## src/rtl/fpu_man_norm_iter.sv

```systemverilog
// Back end of the FP add/sub datapath: normalizes the mantissa ALU result and packs an IEEE-754 single.
// Optional round-to-nearest-even on the carry-out path is enabled with `define FPU_NORM_ROUND_EN.
module fpu_man_norm_iter #(
  parameter int SIZE_MAN      = 24,
  parameter int SIZE_EXP      = 8,
  parameter int SHIFT_PER_CYC = 1
) (
  input  logic                         i_clk,
  input  logic                         i_rst,
  input  logic                         i_valid,
  output logic                         o_ready,
  input  logic                         i_sign,
  input  logic [SIZE_EXP-1:0]          i_exp,
  input  logic [SIZE_MAN-1:0]          i_man_alu,
  input  logic                         i_overflow,
  output logic                         o_valid,
  input  logic                         i_ready,
  output logic [SIZE_EXP+SIZE_MAN-1:0] o_result,
  output logic                         o_zero,
  output logic                         o_exp_ovf,
  output logic                         o_underflow
);

  localparam int LZW = $clog2(SIZE_MAN + 1);
  localparam logic [SIZE_EXP-1:0] EXP_MAX    = '1;
  localparam logic [SIZE_EXP-1:0] EXP_ONE    = SIZE_EXP'(1);
  localparam logic [SIZE_MAN-1:0] MAN_HIDDEN = {1'b1, {(SIZE_MAN-1){1'b0}}};

  typedef enum logic [1:0] {IDLE, NORM, DONE} state_t;

  state_t              state, state_nxt;
  logic [SIZE_MAN-1:0] man_r, man_nxt;
  logic [SIZE_EXP-1:0] exp_r, exp_nxt;
  logic                sign_r, sign_nxt;
  logic                zero_r, zero_nxt;
  logic                ovf_r, ovf_nxt;
  logic                unf_r, unf_nxt;

  logic [SIZE_EXP:0]   exp_inc;
  logic [SIZE_MAN-1:0] man_ovf;
  logic [SIZE_EXP-1:0] lz_ext;
  logic [SIZE_EXP-1:0] exp_m1;
  logic [SIZE_EXP-1:0] shamt;
  logic [SIZE_EXP-1:0] exp_sh;
  logic [SIZE_MAN-1:0] man_sh;
`ifdef FPU_NORM_ROUND_EN
  logic [SIZE_MAN:0]   man_rnd;
`endif

  function automatic logic [LZW-1:0] count_lz(input logic [SIZE_MAN-1:0] v);
    count_lz = LZW'(SIZE_MAN);
    for (int i = 0; i < SIZE_MAN; i++) begin
      if (v[i]) count_lz = LZW'(SIZE_MAN - 1 - i);
    end
  endfunction

  // Carry-out path: shift right by one, bump exponent, optionally round on the dropped bit.
  always_comb begin
    exp_inc = {1'b0, i_exp} + (SIZE_EXP+1)'(1);
    man_ovf = {1'b1, i_man_alu[SIZE_MAN-1:1]};
`ifdef FPU_NORM_ROUND_EN
    man_rnd = {1'b0, man_ovf} + (SIZE_MAN+1)'(1);
    if (i_man_alu[0] && man_ovf[0]) begin
      if (man_rnd[SIZE_MAN]) begin
        man_ovf = MAN_HIDDEN;
        exp_inc = exp_inc + (SIZE_EXP+1)'(1);
      end else begin
        man_ovf = man_rnd[SIZE_MAN-1:0];
      end
    end
`endif
  end

  // One normalization step never shifts past exp==1, so denormals stop at the right scale.
  always_comb begin
    lz_ext = SIZE_EXP'(count_lz(man_r));
    exp_m1 = exp_r - EXP_ONE;
    shamt  = SIZE_EXP'(SHIFT_PER_CYC);
    if (lz_ext < shamt) shamt = lz_ext;
    if (exp_m1 < shamt) shamt = exp_m1;
    man_sh = man_r << shamt;
    exp_sh = exp_r - shamt;
  end

  assign o_ready = (state == IDLE) && !i_rst;

  always_comb begin
    state_nxt = state;
    man_nxt   = man_r;
    exp_nxt   = exp_r;
    sign_nxt  = sign_r;
    zero_nxt  = zero_r;
    ovf_nxt   = ovf_r;
    unf_nxt   = unf_r;
    case (state)
      IDLE: begin
        if (i_valid) begin
          sign_nxt  = i_sign;
          zero_nxt  = 1'b0;
          ovf_nxt   = 1'b0;
          unf_nxt   = 1'b0;
          state_nxt = DONE;
          if (i_overflow) begin
            if (exp_inc >= {1'b0, EXP_MAX}) begin
              exp_nxt = EXP_MAX;
              man_nxt = MAN_HIDDEN;
              ovf_nxt = 1'b1;
            end else begin
              exp_nxt = exp_inc[SIZE_EXP-1:0];
              man_nxt = man_ovf;
            end
          end else if (i_man_alu == '0) begin
            exp_nxt  = '0;
            man_nxt  = '0;
            zero_nxt = 1'b1;
          end else if (i_exp == '0) begin
            man_nxt = i_man_alu;
            if (i_man_alu[SIZE_MAN-1]) begin
              exp_nxt = EXP_ONE;
            end else begin
              exp_nxt = '0;
              unf_nxt = 1'b1;
            end
          end else begin
            man_nxt = i_man_alu;
            exp_nxt = i_exp;
            if (!i_man_alu[SIZE_MAN-1]) begin
              if (i_exp > EXP_ONE) begin
                state_nxt = NORM;
              end else begin
                exp_nxt = '0;
                unf_nxt = 1'b1;
              end
            end
          end
        end
      end
      NORM: begin
        man_nxt = man_sh;
        exp_nxt = exp_sh;
        if (man_sh[SIZE_MAN-1]) begin
          state_nxt = DONE;
        end else if (exp_sh == EXP_ONE) begin
          exp_nxt   = '0;
          unf_nxt   = 1'b1;
          state_nxt = DONE;
        end
      end
      DONE: begin
        if (i_ready) state_nxt = IDLE;
      end
      default: state_nxt = IDLE;
    endcase
  end

  always_ff @(posedge i_clk) begin
    if (i_rst) begin
      state  <= IDLE;
      man_r  <= '0;
      exp_r  <= '0;
      sign_r <= 1'b0;
      zero_r <= 1'b0;
      ovf_r  <= 1'b0;
      unf_r  <= 1'b0;
    end else begin
      state  <= state_nxt;
      man_r  <= man_nxt;
      exp_r  <= exp_nxt;
      sign_r <= sign_nxt;
      zero_r <= zero_nxt;
      ovf_r  <= ovf_nxt;
      unf_r  <= unf_nxt;
    end
  end

  assign o_valid     = (state == DONE);
  assign o_result    = {sign_r, exp_r, man_r[SIZE_MAN-2:0]};
  assign o_zero      = zero_r;
  assign o_exp_ovf   = ovf_r;
  assign o_underflow = unf_r;

endmodule

```

## config.mk

```make
export PLATFORM = sky130hd
export DESIGN_NAME = fpu_man_norm_iter
export DESIGN_NICKNAME = d
export VERILOG_FILES = /design/src/rtl/fpu_man_norm_iter.sv
export SDC_FILE = /design/constraint.sdc
export NUM_CORES = 1
export LEC_CHECK = 0
export ABC_AREA = 0
export CORE_ASPECT_RATIO = 1.75
export CORE_MARGIN = 5
export CORE_UTILIZATION = 59
export DETAILED_ROUTE_END_ITERATION = 10
export GPL_TIMING_DRIVEN = 0
export PLACE_DENSITY_LB_ADDON = 0.12
export SYNTH_ARGS = -nofsm -noshare
export SYNTH_HDL_FRONTEND = slang
export SYNTH_SLANG_ARGS = --single-unit
```

## constraint.sdc

```tcl
create_clock -name i_clk -period 9.42 [get_ports i_clk]
set_clock_uncertainty 0.15 [all_clocks]
set_input_delay 1.884 -clock i_clk [delete_from_list [all_inputs] [get_ports i_clk]]
set_output_delay 1.884 -clock i_clk [all_outputs]
set_load 0.02 [all_outputs]
```

* After elaboration in Yosys (flattened, before gate mapping)
Cells that the tools add are included.
** Word-level totals
- Register bits :: 38
- Latch bits :: 0
- Memory bits (writable) :: 0
- Memory bits (read-only) :: 0
- Output and inout bits :: 37
- Logic and storage cells :: 99
- Memories kept :: 0
** Operators by class
- Add/subtract/negate cells :: 3
- Multipliers :: 0
- Divide/modulo/power cells :: 0
- $lt $le $gt $ge :: 4
- Eq/ne operators :: 8
- Shift operators :: 1
- Mux-type cells :: 66
- Bitwise logic cells :: 0
- Reductions and logical operators :: 10
** Operators by type and width (number)
- 5-bit 2-to-1 mux :: 24
- 8-bit 2-to-1 mux :: 10
- 24-bit 2-to-1 mux :: 3
- 24-bit case mux with 2 select lines :: 1
- 24-bit logical NOT :: 1
- 24-bit by 8-bit left shift with 24-bit output :: 1
- 23-bit 2-to-1 mux :: 1
- 2-bit 2-to-1 mux :: 9
- 8-bit case mux with 2 select lines :: 1
- 1-bit 2-to-1 mux :: 14
- 8-bit by 1-bit adder with 9-bit output, second input constant :: 1
- 9-bit by 8-bit greater-or-equal comparator with 1-bit output, second input constant :: 1
- 8-bit by 1-bit equality test with 1-bit output, second input constant :: 1
- 8-bit by 1-bit greater-than comparator with 1-bit output, second input constant :: 1
- 8-bit logical NOT :: 1
- 8-bit < comparator :: 1
- 8-bit by 1-bit subtractor with 8-bit output, second input constant :: 1
- 8-bit subtractor :: 1
- 2-bit inequality test, second input constant :: 3
- 2-bit case mux with 3 select lines :: 1
- 5-bit by 1-bit < comparator with 1-bit output, second input constant :: 1
- 4-bit 2-to-1 mux :: 1
- 2-bit AND reduction :: 2
- 4-bit AND reduction :: 1
- 10 further kinds :: 10

* Depth between registers and ports, before layout
- Depth in word-level cells :: 33
- Mapped depth :: 25

* Worst setup path after synthesis
Ideal clock, no wire load.
- Path kind :: reg2reg
- From :: register exp_r[0]
- To :: register exp_r[0]
- Library setup time :: 0.136 ns
- Arrival time :: 5.026 ns
- Required time :: 9.134 ns
- Setup slack :: 4.108 ns
- Stages on the path, launching flop included :: 26
- Clock period less this slack :: 5.312 ns
- Path through :: dfxtp_1 buf_4 inv_1 ha_1 clkbuf_1 xnor2_1 inv_1 ha_1 o21a_1 o21ai_0 o21ai_2 nor2_4 mux2_4 inv_4 buf_12 ha_1 nand2b_1 a211oi_1 nor3_1 o31ai_1 a21oi_1 nor2_1 xor2_1 nor4_1 a211o_1 a221oi_2
** Between the ends
- Cells in the longest elaborated chain, start to end :: 8
- Elaborated cells on any way between the ends :: 9
- Those cells by class :: 2 x add/sub; 1 x order compare; 1 x eq/ne; 1 x shift; 4 x mux
** RTL lines
- from (decl) :: RTL line 33 : logic [SIZE_EXP-1:0] exp_r, exp_nxt;
- from (signal assigned) :: RTL line 168 : exp_r <= exp_nxt;
- 8-bit by 1-bit subtractor with 8-bit output :: RTL line 77 : exp_m1 = exp_r - EXP_ONE;
- 8-bit < comparator :: RTL line 80 : if (exp_m1 < shamt) shamt = exp_m1;
- 8-bit 2-to-1 mux :: RTL line 80
- 8-bit subtractor :: RTL line 82 : exp_sh = exp_r - shamt;
- 8-bit by 1-bit equality test with 1-bit output :: RTL line 143 : end else if (exp_sh == EXP_ONE) begin
- 8-bit 2-to-1 mux :: RTL line 143
- 8-bit 2-to-1 mux * :: RTL line 141 : if (man_sh[SIZE_MAN-1]) begin
- 8-bit case mux with 2 select lines * :: RTL line 95 : case (state)
Every way passes the cells marked *; elsewhere a longest branch is shown, timed or not.
A chain may end at the register's enable or synchronous reset.

* Worst setup path after layout
- From :: register exp_r[0]
- To :: register state[0]
** Between the ends
- Cells in the longest elaborated chain, start to end :: 7
- Elaborated cells on any way between the ends :: 10
- Those cells by class :: 2 x add/sub; 1 x order compare; 2 x eq/ne; 1 x shift; 3 x mux; 1 x reduce/logical
** RTL lines
- 8-bit by 1-bit subtractor with 8-bit output :: RTL line 77
- 8-bit < comparator :: RTL line 80
- 8-bit 2-to-1 mux :: RTL line 80
- 8-bit subtractor :: RTL line 82
- 8-bit by 1-bit equality test with 1-bit output :: RTL line 143
- 3-bit inequality test (no line)
- 3-bit AND reduction (no line)
- to (signal assigned) :: RTL line 166 : state <= state_nxt;
- to (decl) :: RTL line 31 : state_t state, state_nxt;
Parallel ways exist; a longest one is shown, timed or not.

==> summary.md <==
| Metric | Value |
|---|---|
| Synth Register Bits | `38` |
| Reg-to-Reg End | `state[0]$_SDFFE_PP0P_` |
| Yosys top cell by area | `dfxtp_1` |
| Yosys cell types | `slightly above 70` |
| GRT overflow | `0` |
| Ys async rst share | `0%` |
| Vias | `approximately 5,400` |
| Clock sinks | `38` |
| First-pass GRT wire length | `~28,000 µm` |
| Min Tclk post-route | `6.63 ns` |
| Die width | `75.3 µm` |
| CP Launch Type | `flip-flop` |
| Vias in the first global route | `about 5,300` |
| Post-Route WL | `between 15,000 and 20,000 µm` |
| Critical Path Stages | `25` |
| PwrDens | `between 150 and 200 nW/µm²` |
| I/O Buffers | `71` |
| Post-Place Cell Area | `between 5000 and 6000 µm²` |
| Number of synthesized flops with an enable pin | `0` |
| Static leakage | `2.02 nW` |
| MaxCap Viol Count | `0` |
| Synth top area share | `between 10% and 20%` |
| Clock root buffer | `clkbuf_16` |
| Core Region | `between 7000 and 8000 µm²` |
| Final setup vio count | `0` |
| Buf/Inv on CP | `6` |
| Peak VDD IR | `around 0.00015 V` |
| Final ANT Viol Nets | `0` |
| Fill count | `605` |
| Met1 WL | `5800 µm` |
| Synth Warn # | `0` |
| Drt initial violations | `approximately 780` |
| CP Data Required Time | `9.42 ns` |
| Slowest-stage cell, CP | `xnor2_1` |
| Non-filler cells, final | `about 760` |
| Syn Inst Count | `588` |
| Hold WS | `about 0.32 ns` |
| Hold Crit Class | `flip-flop to flip-flop` |
| Slew Limit Fails | `0` |
| Sequential share of the synthesized area | `between 15 and 20%` |
| Setup WS post-layout | `approximately 2.8 ns` |
| Top delay family on crit path | `simple AND/OR/NAND/NOR gates` |
| CP endpoint kind | `flip-flop` |
| Clock slew seen by the registers of the worst setup and hold paths | `around 0.06 ns` |
| Placer Congestion | `~1.1` |
| Hold_buf cts | `0` |
| Htree depth | `2` |
| Max Fclk | `around 0.15 GHz` |
| RR Startpoint | `exp_r[0]$_SDFFE_PP0P_` |
| Met2 wire len | `between 8000 and 9000 µm` |
| CTS resizes | `0` |
| Final-report hold violation count | `0` |
| Hold endpoint | `sign_r$_SDFFE_PP0P_` |
| CTS buffer count | `5` |
| Layout net count | `around 720` |
| Initial core utilization | `about three fifths` |
| CTS tree | `built` |
| Antenna violations before repair | `0` |
| Worst slew margin | `a little over a third` |
| Layout cell share with drive strength beyond 1 | `roughly 10%` |
| Inst Count DP | `748` |
| Tcrit/Tclk final | `70.4%` |
| I/O pin cnt | `between 70 and 80` |
| Final core utilization | `74.5%` |
| Post-route design area | `about 5400 µm²` |
| Most used DFF post-synth | `dfxtp_1` |
| Initial DRT Pass Iterations | `9` |
| Diode count | `0` |
| Synth area leaders | `dfxtp_1, mux2i_1, buf_4, nor2_1, o21ai_0` |
| Flop-to-flop setup slack | `2.79 ns` |
| Pre-CTS WS | `3.02 ns` |
| Cell Area, Synth | `~4400 µm²` |
| Slowest stage delay, CP | `roughly 0.56 ns` |
| HP Start | `sign_r$_SDFFE_PP0P_` |
| WS Path Type | `flip-flop to flip-flop` |
| Top layer in use | `met4` |
| RSZ-0062 raised after global routing | `no` |
| Post-route total power | `between 1 and 1.5 mW` |
| DRC viols | `0` |
| Crit Path Max Fanout | `10` |
| Row count | `41` |
| Die Span Y | `approximately 120 µm` |
| FF-to-FF path depth | `25` |
| Most used cell, CP | `ha_1` |
| Wirelength per Cell | `roughly 23 µm` |
| Commonest non-fill, non-tap cell in the layout | `clkdlybuf4s50_1` |
| Layout area overhead | `22.2%` |
| Worst hold path depth | `2` |
| Status | `finished, final reports clean` |
| Overall Global Routing Usage | `around 39%` |
| DR vias/cell | `just over 7` |
| WP data arrival | `roughly 6.6 ns` |
| Max Root-Sink Buffers | `2` |
| DIE AREA | `between 9000 and 10,000 µm²` |
| Hpwl dp | `between 10,000 and 15,000 µm` |
| Worst-Margin Slew | `0.961 ns` |
| Routed met3 length | `between 1500 and 2000 µm` |
| Pin count of the biggest net entering global routing | `12` |
| Setup tns final | `0 ns` |
| Clock Latency Late Sink | `slightly below 0.3 ns` |
| Syn Area/Cell | `7.50 µm²` |
| Commonest non-fill, non-tap cells in the layout | `clkdlybuf4s50_1, nor2_1, mux2i_1` |
| Setup Fix Bufs, Post-CTS | `0` |
registers in the layout, summed over array words and instances, names as in the netlist:
signal / cells
state: 2
o_underflow: 1
sign_r: 1
exp_r: 8
man_r: 24
o_exp_ovf: 1
o_zero: 1
logic make-up (layout without fill, tap and decap cells):
| logic type | count (synthesis) | count (layout) | share of synthesized area [%] |
|---|---|---|---|
| fa+ha+maj | 12 | 12 | 3.41 |
| other cells | 1 | 4 | 0.0851 |
| xor+xnor | 8 | 8 | 1.59 |
| flops | 38 | 38 | 17.3 |
| buf+inv | 86 | 165 | 10.5 |
| simple gates | 193 | 193 | 21.2 |
| compound gates | 182 | 182 | 28.6 |
| mux | 68 | 68 | 17.4 |
per-layer routing:
metal  up-vias  GRT usage [%]
li1       2349              -
met1      2444           43.1
met2       412           61.6
met3       152           10.0
met4         0           25.1
met5         -              0
area by class of cell:
cell class              instances  area [µm²]  area share [%]
well taps                      86         108            2.00
clock inverters                 1        5.00          0.0929
repair buffers                 71         711            13.2
inverters                      21        81.3            1.51
plain buffers                  65         382            7.09
clock buffers                   7         143            2.65
flip-flops and latches         38         761            14.1
multi-input cells             467        3200            59.3
how the worst max path moves through the flow:
stage	start	endpoint	slack, ns
final	exp_r[0]$_SDFFE_PP0P_	state[0]$_SDFFE_PP0P_	2.79
after CTS	exp_r[0]$_SDFFE_PP0P_	state[0]$_SDFFE_PP0P_	3.03
after floorplan	exp_r[0]$_SDFFE_PP0P_	exp_r[0]$_SDFFE_PP0P_	4.11
after global placement	exp_r[0]$_SDFFE_PP0P_	state[0]$_SDFFE_PP0P_	3.26
after global routing	exp_r[0]$_SDFFE_PP0P_	state[0]$_SDFFE_PP0P_	2.37
after detailed placement	exp_r[0]$_SDFFE_PP0P_	state[0]$_SDFFE_PP0P_	3.02
cell usage after synthesis (3+ instances only):
| cell type | number |
|---|---|
| nor2_1 | 54 |
| mux2i_1 | 51 |
| nand2_1 | 44 |
| o21ai_0 | 40 |
| dfxtp_1 | 38 |
| a21oi_1 | 32 |
| clkbuf_1 | 31 |
| buf_4 | 28 |
| nand3_1 | 23 |
| nor3_1 | 23 |
| inv_1 | 19 |
| a211oi_1 | 18 |
| a22oi_1 | 16 |
| ha_1 | 12 |
| nor2b_1 | 11 |
| o221ai_1 | 11 |
| nor4_1 | 10 |
| a31oi_1 | 9 |
| mux2_2 | 7 |
| o22ai_1 | 7 |
| nand2b_1 | 6 |
| o211ai_1 | 6 |
| xnor2_1 | 6 |
| a221oi_1 | 4 |
| and3_1 | 4 |
| mux4_2 | 4 |
| nand4_1 | 4 |
| o21ai_1 | 4 |
| a211o_1 | 3 |
| a21boi_0 | 3 |
| mux2_1 | 3 |
| o21a_1 | 3 |
| o31ai_1 | 3 |
power by group:
part | leakage (nW) | total [mW] | switching (mW) | internal [mW]
clock network | 0.0739 | 0.177 | 0.0720 | 0.105
logic | 1.63 | 0.617 | 0.371 | 0.246
registers | 0.314 | 0.211 | 0.0326 | 0.179
worst reg2reg max path, stage by stage, from the launching register on:
cell and delay, ns:
dfxtp_1 0.40, buf_4 0.24, inv_1 0.15, ha_1 0.22, clkbuf_1 0.23, xnor2_1 0.56
inv_1 0.29, ha_1 0.32, o21a_1 0.18, o21ai_0 0.31, o21ai_2 0.22, nor2_4 0.24
mux2_4 0.38, inv_4 0.11, buf_12 0.15, ha_1 0.23, nand2b_1 0.08, a211oi_1 0.36
nor3_1 0.08, o31ai_1 0.21, a21oi_1 0.10, nor2_1 0.28, xor2_1 0.11, nor4_1 0.55
nand3b_1 0.26, a21oi_1 0.09
Power figures use the tool's default switching activity.
